## config.mk

```make
export PLATFORM = sky130hd
export DESIGN_NAME = subtract_arbiter
export DESIGN_NICKNAME = d
export VERILOG_FILES = /design/src/rtl/subtract_arbiter.sv
export SDC_FILE = /design/constraint.sdc
export NUM_CORES = 1
export LEC_CHECK = 0
export ABC_CLOCK_PERIOD_IN_PS = 3600
export BUFFER_PORTS_ARGS = -buffer_cell sky130_fd_sc_hd__clkbuf_2
export CORE_ASPECT_RATIO = 1.75
export CORE_MARGIN = 4
export CORE_UTILIZATION = 40
export DETAILED_ROUTE_END_ITERATION = 8
export PLACE_DENSITY = 0.72
export SYNTH_ARGS = -nofsm -noshare
export SYNTH_HDL_FRONTEND = slang
export SYNTH_SLANG_ARGS = --single-unit
```

## constraint.sdc

```tcl
create_clock -name clk -period 3.6 [get_ports clk]
set_input_delay 0.36 -clock clk [delete_from_list [all_inputs] [get_ports clk]]
set_output_delay 0.36 -clock clk [all_outputs]
set_load 0.05 [all_outputs]
```

## src/rtl/subtract_arbiter.sv

```systemverilog
// subtract_arbiter: two requesters share one 4-bit subtract slice.
// A granted operand pair is processed one nibble per cycle, LSB nibble first.
// The result is then held until the consumer takes it.
module subtract_arbiter #(
  parameter int unsigned WIDTH = 16
) (
  input  logic             clk,
  input  logic             rst,
  input  logic             req0_valid,
  input  logic [WIDTH-1:0] req0_a,
  input  logic [WIDTH-1:0] req0_b,
  output logic             req0_ready,
  input  logic             req1_valid,
  input  logic [WIDTH-1:0] req1_a,
  input  logic [WIDTH-1:0] req1_b,
  output logic             req1_ready,
  output logic             rsp_valid,
  output logic             rsp_id,
  output logic [WIDTH-1:0] rsp_diff,
  output logic             rsp_borrow,
  input  logic             rsp_ready
);

  localparam int unsigned NIB = WIDTH / 4;
  localparam int unsigned CW  = $clog2(NIB + 1);

  if ((WIDTH % 4) != 0 || WIDTH < 4 || WIDTH > 32) begin : g_width_check
    $error("subtract_arbiter: WIDTH must be a multiple of 4 in 4..32");
  end

  typedef enum logic [1:0] {
    S_IDLE,
    S_EXEC,
    S_DONE
  } state_t;

  state_t           r_state;
  logic [CW-1:0]    r_cnt;
  logic             r_carry;
  logic             r_last;
  logic [WIDTH-1:0] r_a;
  logic [WIDTH-1:0] r_b;
  logic [WIDTH-1:0] r_diff;
  logic             r_id;
  logic             r_valid;
  logic             r_borrow;

  logic             w_grant0;
  logic             w_grant1;
  logic             w_idle;
  logic [4:0]       w_sum;

  // Round-robin grant: a lone requester always wins; on contention the one not served last wins
  always_comb begin
    w_grant0 = req0_valid && (!req1_valid || r_last);
    w_grant1 = req1_valid && !w_grant0;
    w_idle   = (r_state == S_IDLE) && !rst;
  end

  assign req0_ready = w_idle && w_grant0;
  assign req1_ready = w_idle && w_grant1;

  // Shared 4-bit slice: a + ~b + carry-in on the current low nibble
  always_comb begin
    w_sum = {1'b0, r_a[3:0]} + {1'b0, ~r_b[3:0]} + {4'b0000, r_carry};
  end

  // Operands shift right one nibble per cycle; each sum nibble enters the
  // result at the top, so after NIB cycles every nibble is in place.
  always_ff @(posedge clk) begin
    if (rst) begin
      r_state  <= S_IDLE;
      r_cnt    <= '0;
      r_carry  <= 1'b1;
      r_last   <= 1'b1;
      r_a      <= '0;
      r_b      <= '0;
      r_diff   <= '0;
      r_id     <= 1'b0;
      r_valid  <= 1'b0;
      r_borrow <= 1'b0;
    end else begin
      case (r_state)
        S_IDLE: begin
          if (w_grant0 || w_grant1) begin
            r_a     <= w_grant1 ? req1_a : req0_a;
            r_b     <= w_grant1 ? req1_b : req0_b;
            r_id    <= w_grant1;
            r_last  <= w_grant1;
            r_cnt   <= '0;
            r_carry <= 1'b1;
            r_state <= S_EXEC;
          end
        end
        S_EXEC: begin
          r_a     <= r_a >> 4;
          r_b     <= r_b >> 4;
          r_diff  <= (r_diff >> 4) | (WIDTH'(w_sum[3:0]) << (WIDTH - 4));
          r_carry <= w_sum[4];
          r_cnt   <= r_cnt + CW'(1);
          if (r_cnt == CW'(NIB - 1)) begin
            r_borrow <= ~w_sum[4];
            r_valid  <= 1'b1;
            r_state  <= S_DONE;
          end
        end
        S_DONE: begin
          if (rsp_ready) begin
            r_valid <= 1'b0;
            r_state <= S_IDLE;
          end
        end
        default: begin
          r_valid <= 1'b0;
          r_state <= S_IDLE;
        end
      endcase
    end
  end

  assign rsp_valid  = r_valid;
  assign rsp_id     = r_id;
  assign rsp_diff   = r_diff;
  assign rsp_borrow = r_borrow;

endmodule

```

# Yosys cells after proc, flatten, opt, wreduce, memory -nomap -nowiden
# Cells that the tools add are included.
# totals
ff_bits	58
word_cells	57
# classes
addsub	3
n_eq_ne	6
mux	17
n_bitwise	4
n_reduce_logical	17
# op_table
cell	count
16-bit two-way mux	4
16-bit case mux with 2 select lines	2
12-bit by 16-bit bitwise OR with 16-bit output	1
2-bit two-way mux	3
2-bit case mux with 3 select lines	1
3-bit case mux with 2 select lines	1
2-bit AND reduction	3
3-bit AND reduction	2
4-bit by 4-bit adder with 5-bit output	1
5-bit by 1-bit adder with 5-bit output	1
1-bit logical AND	5
2-bit != test, second input constant	2
4-bit NOT	1
3-bit by 1-bit adder with 3-bit output, second input constant	1
3-bit by 2-bit == test with 1-bit output, second input constant	1
1-bit logical NOT	3
1-bit two-way mux	3
3-bit two-way mux	1
1-bit case mux with 3 select lines	1
2-bit by 1-bit == test with 1-bit output, second input constant	1
2-bit == test, second input constant	1
2-bit logical NOT	1
1-bit logical OR	2
2-bit by 1-bit != test with 1-bit output, second input constant	1
3 further kinds	4

# Depth between registers and ports, before layout
# Gate-level depths: netlist (run 1).
# depth
ltp_word	8
depth_mapped	6
mapped_depth_nobuf	6

# Worst setup path after synthesis (run 1)
# OpenSTA, ideal clock, no wires.
# synth_path
path_kind	reg2reg
start	reg r_carry
end	reg r_carry
t_arrival_ps	1767
required_time_ps	3466
slack_ps	1699
path_stages_with_launch	6
period_less_slack_ps	1901
path_cell_list	dfxtp_1 > fa_1 > fa_1 > a21o_1 > a2111oi_0 > a21oi_1
# synth_between
elab_chain_len	2
# synth_rtl
element	line	rtl
from (decl)	39	logic r_carry;
from (signal assigned)	99	r_carry <= w_sum[4];
5-bit by 1-bit adder with 5-bit output	65	w_sum = {1'b0, r_a[3:0]} + {1'b0, ~r_b[3:0]} + {4'b0000, r_carry};
1-bit case mux with 2 select lines	83	case (r_state)
# Every way passes these cells.
# A chain may end at the register's enable or synchronous reset.

# Final worst setup path (run 1)
# layout_path
start	reg r_state[1]
end	reg r_diff[14] (netlist: rsp_diff[14])
# layout_between
elab_chain_len	1
# layout_rtl
element	line	rtl
from (decl)	37	state_t r_state;
from (signal assigned)	72	r_state <= S_IDLE;
from (signal assigned)	92	r_state <= S_EXEC;
from (signal assigned)	104	r_state <= S_DONE;
2-bit by 1-bit == test with 1-bit output	83	
to (signal assigned)	98	r_diff <= (r_diff >> 4) | (WIDTH'(w_sum[3:0]) << (WIDTH - 4));
to (decl)	43	logic [WIDTH-1:0] r_diff;
# Every way passes these cells.

==> results of run 1 <==
==> tightest hold or removal path, delay by kind of cell <==
family                 cells  cell delay (ns)
buffers and inverters      1             0.07
muxes                      1             0.05
AOI/OAI and AO/OA          1             0.11
==> report_power, final <==
group / switching, W / total [W] / internal, W
Clock: 0.000280 / 0.00108 / 0.000802
Sequential: 0.0000369 / 0.000724 / 0.000687
Combinational: 0.000156 / 0.000270 / 0.000114
==> worst paths after layout <==
kind	to	cells past startpoint	slack [ns]
hold reg to reg	rsp_diff[3]	2	0.45
setup / recovery	rsp_diff[14]	5	1.44
setup reg to reg	rsp_diff[14]	5	1.44
hold / removal	r_b[10]	3	0.32
==> per-layer routing <==
metal  track usage  vias to the layer above  routed length [um]
li1              -                     1312                   -
met1        0.1918                     1212                2867
met2        0.2951                       77                3837
met3       0.04326                        9                 363
met4       0.07647                        0                 122
met5             0                        -                   0
==> sequential cells by signal (all words and copies together) (netlist names) <==
signal      count
rsp_id          1
r_b            16
r_state         2
rsp_borrow      1
r_a            16
rsp_valid       1
r_cnt           3
r_last          1
rsp_diff       16
r_carry         1
==> synthesized netlist by cell type, types with 2 or more instances <==
cell type | instances | area (um2)
nor2_1 | 7 | 26.28
mux2i_1 | 25 | 250.2
dfxtp_1 | 58 | 1161
a2111oi_0 | 2 | 17.52
buf_6 | 5 | 56.30
a221oi_1 | 24 | 210.2
and2_1 | 23 | 143.9
nand3_1 | 2 | 10.01
nand2_1 | 33 | 123.9
o21ai_0 | 4 | 20.02
a32o_1 | 7 | 70.07
and2b_1 | 2 | 15.01
ha_1 | 5 | 62.56
nand2b_1 | 7 | 43.79
clkbuf_1 | 14 | 52.55
nand3b_1 | 9 | 67.56
fa_1 | 2 | 40.04
buf_2 | 9 | 45.04
or2b_1 | 4 | 30.03
a21oi_1 | 22 | 110.1
inv_1 | 7 | 26.28
o22ai_1 | 24 | 150.1
==> cell families (layout without fill, tap and decap cells) <==
group,count (synthesis),in the layout,share of synthesized area
DFF,58,58,0.4023
buffers and inverters,37,117,0.06632
muxes,25,25,0.08669
AOI/OAI and AO/OA,92,92,0.2289
xor gates and xnor gates,1,1,0.003035
and+or+nand+nor,94,94,0.1773
adders and majority gates,7,7,0.03554
==> per-stage QoR <==
step	area, um2	setup WS [ns]
after floorplan	2887	1.699
after global placement	3322	1.504
after detailed placement	3322	1.454
after CTS	3709	1.440
after global routing	3709	1.297
final	3709	1.439
==> area by class of cell <==
class / instances / area share
clock buffers: 12 / 0.07186
clock inverters: 4 / 0.03239
well taps: 84 / 0.02834
inverters: 7 / 0.007085
repair buffers: 94 / 0.1302
multi-input cells: 219 / 0.4170
flip-flops and latches: 58 / 0.3131
==> flow_metrics.tcl, run 1 <==
set metrics [dict create \
    status "completed" \
    fin_crit_ns 2.161 \
    synth_cells 314 \
    power_per_cell_area_nw_per_um2 559.6 \
    path_buf_inv 2 \
    synth-seq-area-share 0.4023 \
    cp.arrival_ns 2.40 \
    slowest_delay_ns 0.98 \
    hold_violations 0 \
    drv_cap 0 \
    initial_utilization 0.4149 \
    final_util 0.5331 \
    clock_latency_ns 0.32 \
    crit_type "flip-flop to flip-flop" \
    grt_pass1_wl_mm 11.61 \
    antenna_found_initial 0 \
    p_leak_nw 1.551 \
    slew_headroom 0.2432 \
    grt_pass1_vias 2484 \
    area_growth_pct 28.48 \
    final_nets 465 \
    cts_resized 0 \
    setup_viol 0 \
    path_cells "buf_4 > and2b_1 > buf_4 > nor2_1 > a211oi_1" \
    cts-htree-levels 3 \
    vdd_drop_max_uv 306.6 \
    grt_max_degree 54 \
    avgSynthCellArea_um2 9.193 \
    synth-async-reset-ratio 0 \
    synth_area_um2 2887 \
    slew_viol_final 0 \
    hpwl_mm 5.119 \
    regArea_um2 1161 \
    cts_root_buffer "clkbuf_16" \
    fin_hold_ws_ns 0.3209 \
    vias_per_cell 5.460 \
    clk_path_buf_depth 2 \
    p_total_w 0.002075 \
    crit_family "simple AND/OR/NAND/NOR gates" \
    gp_congestion 0.8318 \
    cts_tree "yes" \
    startpoint_type "flip-flop" \
    post-place-cells 462 \
    tightestPinTransition_ns 1.135 \
    synth_fp_nets 390 \
    max_freq_mhz 462.7 \
    die_h_um 120.4 \
    drt_wl_total_mm 7.190 \
    rows 40 \
    startpoint "r_state[1]" \
    clock-sinks 58 \
    synth_edf_count 0 \
    period_share 0.6004 \
    overflow 0 \
    layout-drive-gt1-share 0.2944 \
    multi_input_area_um2 1546 \
    rsz0062_at_grt "false" \
    placeableCoreArea_um2 6957 \
    end_kind "flip-flop" \
    worstReg2RegStart "r_state[1]" \
    ios 90 \
    dr.pass1.iters 4 \
    num-fill-cells 639 \
    place.port_buffers 89 \
    crit_slowest_cell "and2b_1" \
    synthFlopType "dfxtp_1" \
    dieArea_um2 8693 \
    yosysWarnings 0 \
    final_cells 478 \
    synth-seq-cells 58 \
    cts_setup_buffers 0 \
    clkTransAtPathRegs_ns 0.05 \
    hp-class "primary input to flip-flop" \
    wl_per_cell_um 15.04 \
    setup_tns_ns 0 \
    drc_errors 0 \
    cp.required_ns 3.83 \
    die_w_um 72.22 \
    path_max_fanout 37 \
    grt_use_total 0.1705 \
    vias 2610 \
    hold_buffers 0 \
    antenna_left 0 \
    cts_made_buffers 9 \
    ys_types 41 \
    hold_start "req0_b[10]" \
    mostFrequentLayoutCells "clkbuf_2, dfxtp_1, nand2_1" \
    fin_worst_skew_ns 0.003507 \
    n_antenna_cell 0 \
    drt_iter0_markers 176 \
    final_common_cell "clkbuf_2" \
    cp_common_cell "buf_4" \
]
Power figures use the tool's default switching activity.
==> run 2: changes to the inputs <==
--- a/config.mk
+++ b/config.mk
@@ -5,13 +5,13 @@
 export SDC_FILE = /design/constraint.sdc
 export NUM_CORES = 1
 export LEC_CHECK = 0
-export ABC_CLOCK_PERIOD_IN_PS = 3600
+export ABC_CLOCK_PERIOD_IN_PS = 1900
 export BUFFER_PORTS_ARGS = -buffer_cell sky130_fd_sc_hd__clkbuf_2
 export CORE_ASPECT_RATIO = 1.75
 export CORE_MARGIN = 4
 export CORE_UTILIZATION = 40
 export DETAILED_ROUTE_END_ITERATION = 8
-export PLACE_DENSITY = 0.72
+export PLACE_DENSITY = 0.74
 export SYNTH_ARGS = -nofsm -noshare
 export SYNTH_HDL_FRONTEND = slang
 export SYNTH_SLANG_ARGS = --single-unit
==> constraint.sdc (replaced) <==
create_clock -name clk -period 1.9 [get_ports clk]
set_input_delay 0.19 -clock clk [delete_from_list [all_inputs] [get_ports clk]]
set_output_delay 0.19 -clock clk [all_outputs]
set_load 0.05 [all_outputs]
==> run 2 against run 1 <==
Effect of this change: first-iteration DRC count fell by 41%; clock skew is 0.0014 ns higher; highest routed layer unchanged; combinational power grew 110%; core utilization is 0.45 points higher; setup slack got worse by 1.3 ns.
==> flow_metrics.tcl, run 2 (synthesized netlist as in run 1, its figures left out) <==
set metrics [dict create \
    cts_setup_buffers 0 \
    vdd_drop_max_uv 555.3 \
    fin_hold_ws_ns 0.1402 \
    p_switching_w 0.0009246 \
    grt_pass1_vias 2461 \
    setup_viol 0 \
    clock_latency_ns 0.33 \
    initial_utilization 0.4149 \
    end_kind "flip-flop" \
    place.port_buffers 89 \
    setup_tns_ns 0 \
    hold_violations 0 \
    drv_cap 0 \
    max_freq_mhz 553.0 \
    cp.arrival_ns 2.01 \
    p_leak_nw 1.566 \
    final_common_cell "clkbuf_2" \
    n_antenna_cell 0 \
    cts-htree-levels 3 \
    grt_max_degree 54 \
    placeableCoreArea_um2 6957 \
    post_dp_cell_area_um2 3443 \
    swShare 0.2657 \
    crit_type "flip-flop to flip-flop" \
    p_seq_frac 0.394 \
    startpoint_type "flip-flop" \
    die_w_um 72.22 \
    rsz0062_at_grt "false" \
    clk_path_buf_depth 2 \
    rows 40 \
    min_path_cells 4 \
    mostFrequentLayoutCells "clkbuf_2, dfxtp_1, nand2_1" \
    gp_congestion 0.7609 \
    hp-class "primary input to flip-flop" \
    drc_errors 0 \
    r2r_cells 6 \
    p_int_w 0.002555 \
    power_per_cell_area_nw_per_um2 930.5 \
    cts_made_buffers 9 \
    drt_wl_total_mm 7.110 \
    hpwl_mm 5.174 \
    cts_root_buffer "clkbuf_16" \
    cp.required_ns 2.11 \
    ios 90 \
    final_cell_area_um2 3740 \
    area_growth_pct 29.56 \
    layout-drive-gt1-share 0.3151 \
    path_max_fanout 2 \
    vias_per_cell 5.378 \
    slew_viol_final 0 \
    fin_worst_skew_ns 0.004897 \
    clock-sinks 58 \
    final_nets 474 \
    antenna_found_initial 0 \
    wl_per_cell_um 14.60 \
    grt_pass1_wl_mm 11.46 \
    cts_tree "yes" \
    comb_power_share 0.160 \
    drt_iter0_markers 104 \
    dr.pass1.iters 7 \
    grt_use_total 0.1673 \
    vias 2619 \
    status "completed" \
    antenna_left 0 \
    die_h_um 120.4 \
    dieArea_um2 8693 \
    pwr-share-clk 0.447 \
    fin_crit_ns 1.808 \
    clkTransAtPathRegs_ns 0.05 \
    slew_headroom 0.6371 \
    overflow 0 \
    period_share 0.9518 \
    tightestPinTransition_ns 0.5444 \
]
## run 2: cell types whose count changed in the layout (fill, tap and decap cells not counted), moves of 2 or more
cell / change
buf_4: +6
fa_2: +2
fa_1: -2
bufinv_16: -3
clkinv_2: +4
buf_12: +4
clkbuf_8: -3
## run 2: power by group through the flow
stage	sequential, W	combinational, W	clock, W
floorplan	0.00144	0.000313	0
global placement	0.00139	0.000539	0
detailed placement	0.00139	0.000555	0
CTS	0.00137	0.000561	0.00158
global route	0.00138	0.000610	0.00164
finish	0.00137	0.000556	0.00155
## run 2: what timing repair did
item,in CTS,in global routing
hold buffers,0,0
endpoints found under the setup margin,1,2
resized for setup,2,1
pin swaps,0,1
hold endpoints to repair,0,0
## run 2: worst paths after layout
| kind | from | to | slack [ns] |
|---|---|---|---|
| worst min-delay path | rsp_ready | r_state[1] | 0.14 |
| worst max register to register | r_b[0] | r_carry | 0.09 |
| worst max-delay path | r_b[0] | r_carry | 0.09 |
| worst min register to register | rsp_diff[3] | rsp_diff[3] | 0.45 |
## run 2: critical path, cell delays in order (launching register included)
cell and delay [ns]:
dfxtp_1 0.34, inv_1 0.06, fa_2 0.36, fa_2 0.36
a21o_1 0.21, a2111oi_2 0.29, a21oi_1 0.07
## run 2: layout make-up
cell class	count	area, um2
Inverter	7	26.28
Timing Repair Buffer	103	603.1
Clock buffer	10	229.0
Clock inverter	6	57.56
Tap cell	84	105.1
Multi-Input combinational cell	219	1558
Fill cell	638	3217
Sequential cell	58	1161
## run 2: stage by stage
step,cells,total power [W],util,worst slack [ns]
after floorplan,314,0.001750,-,0.003235
final,487,0.003480,0.5376,0.09157
after CTS,487,0.003507,0.5372,0.005151
after global routing,487,0.003627,0.5376,0.02350
after global placement,471,0.001927,0.4950,-0.01825
after detailed placement,471,0.001947,0.4950,-0.07646
## run 2: metal layers
| layer | routed length, um | vias to the layer above | track usage |
|---|---|---|---|
| met5 | 0 | - | 0 |
| met1 | 2887 | 1209 | 0.1964 |
| li1 | - | 1330 | - |
| met2 | 3675 | 69 | 0.2854 |
| met3 | 383 | 11 | 0.04160 |
| met4 | 165 | 0 | 0.06588 |
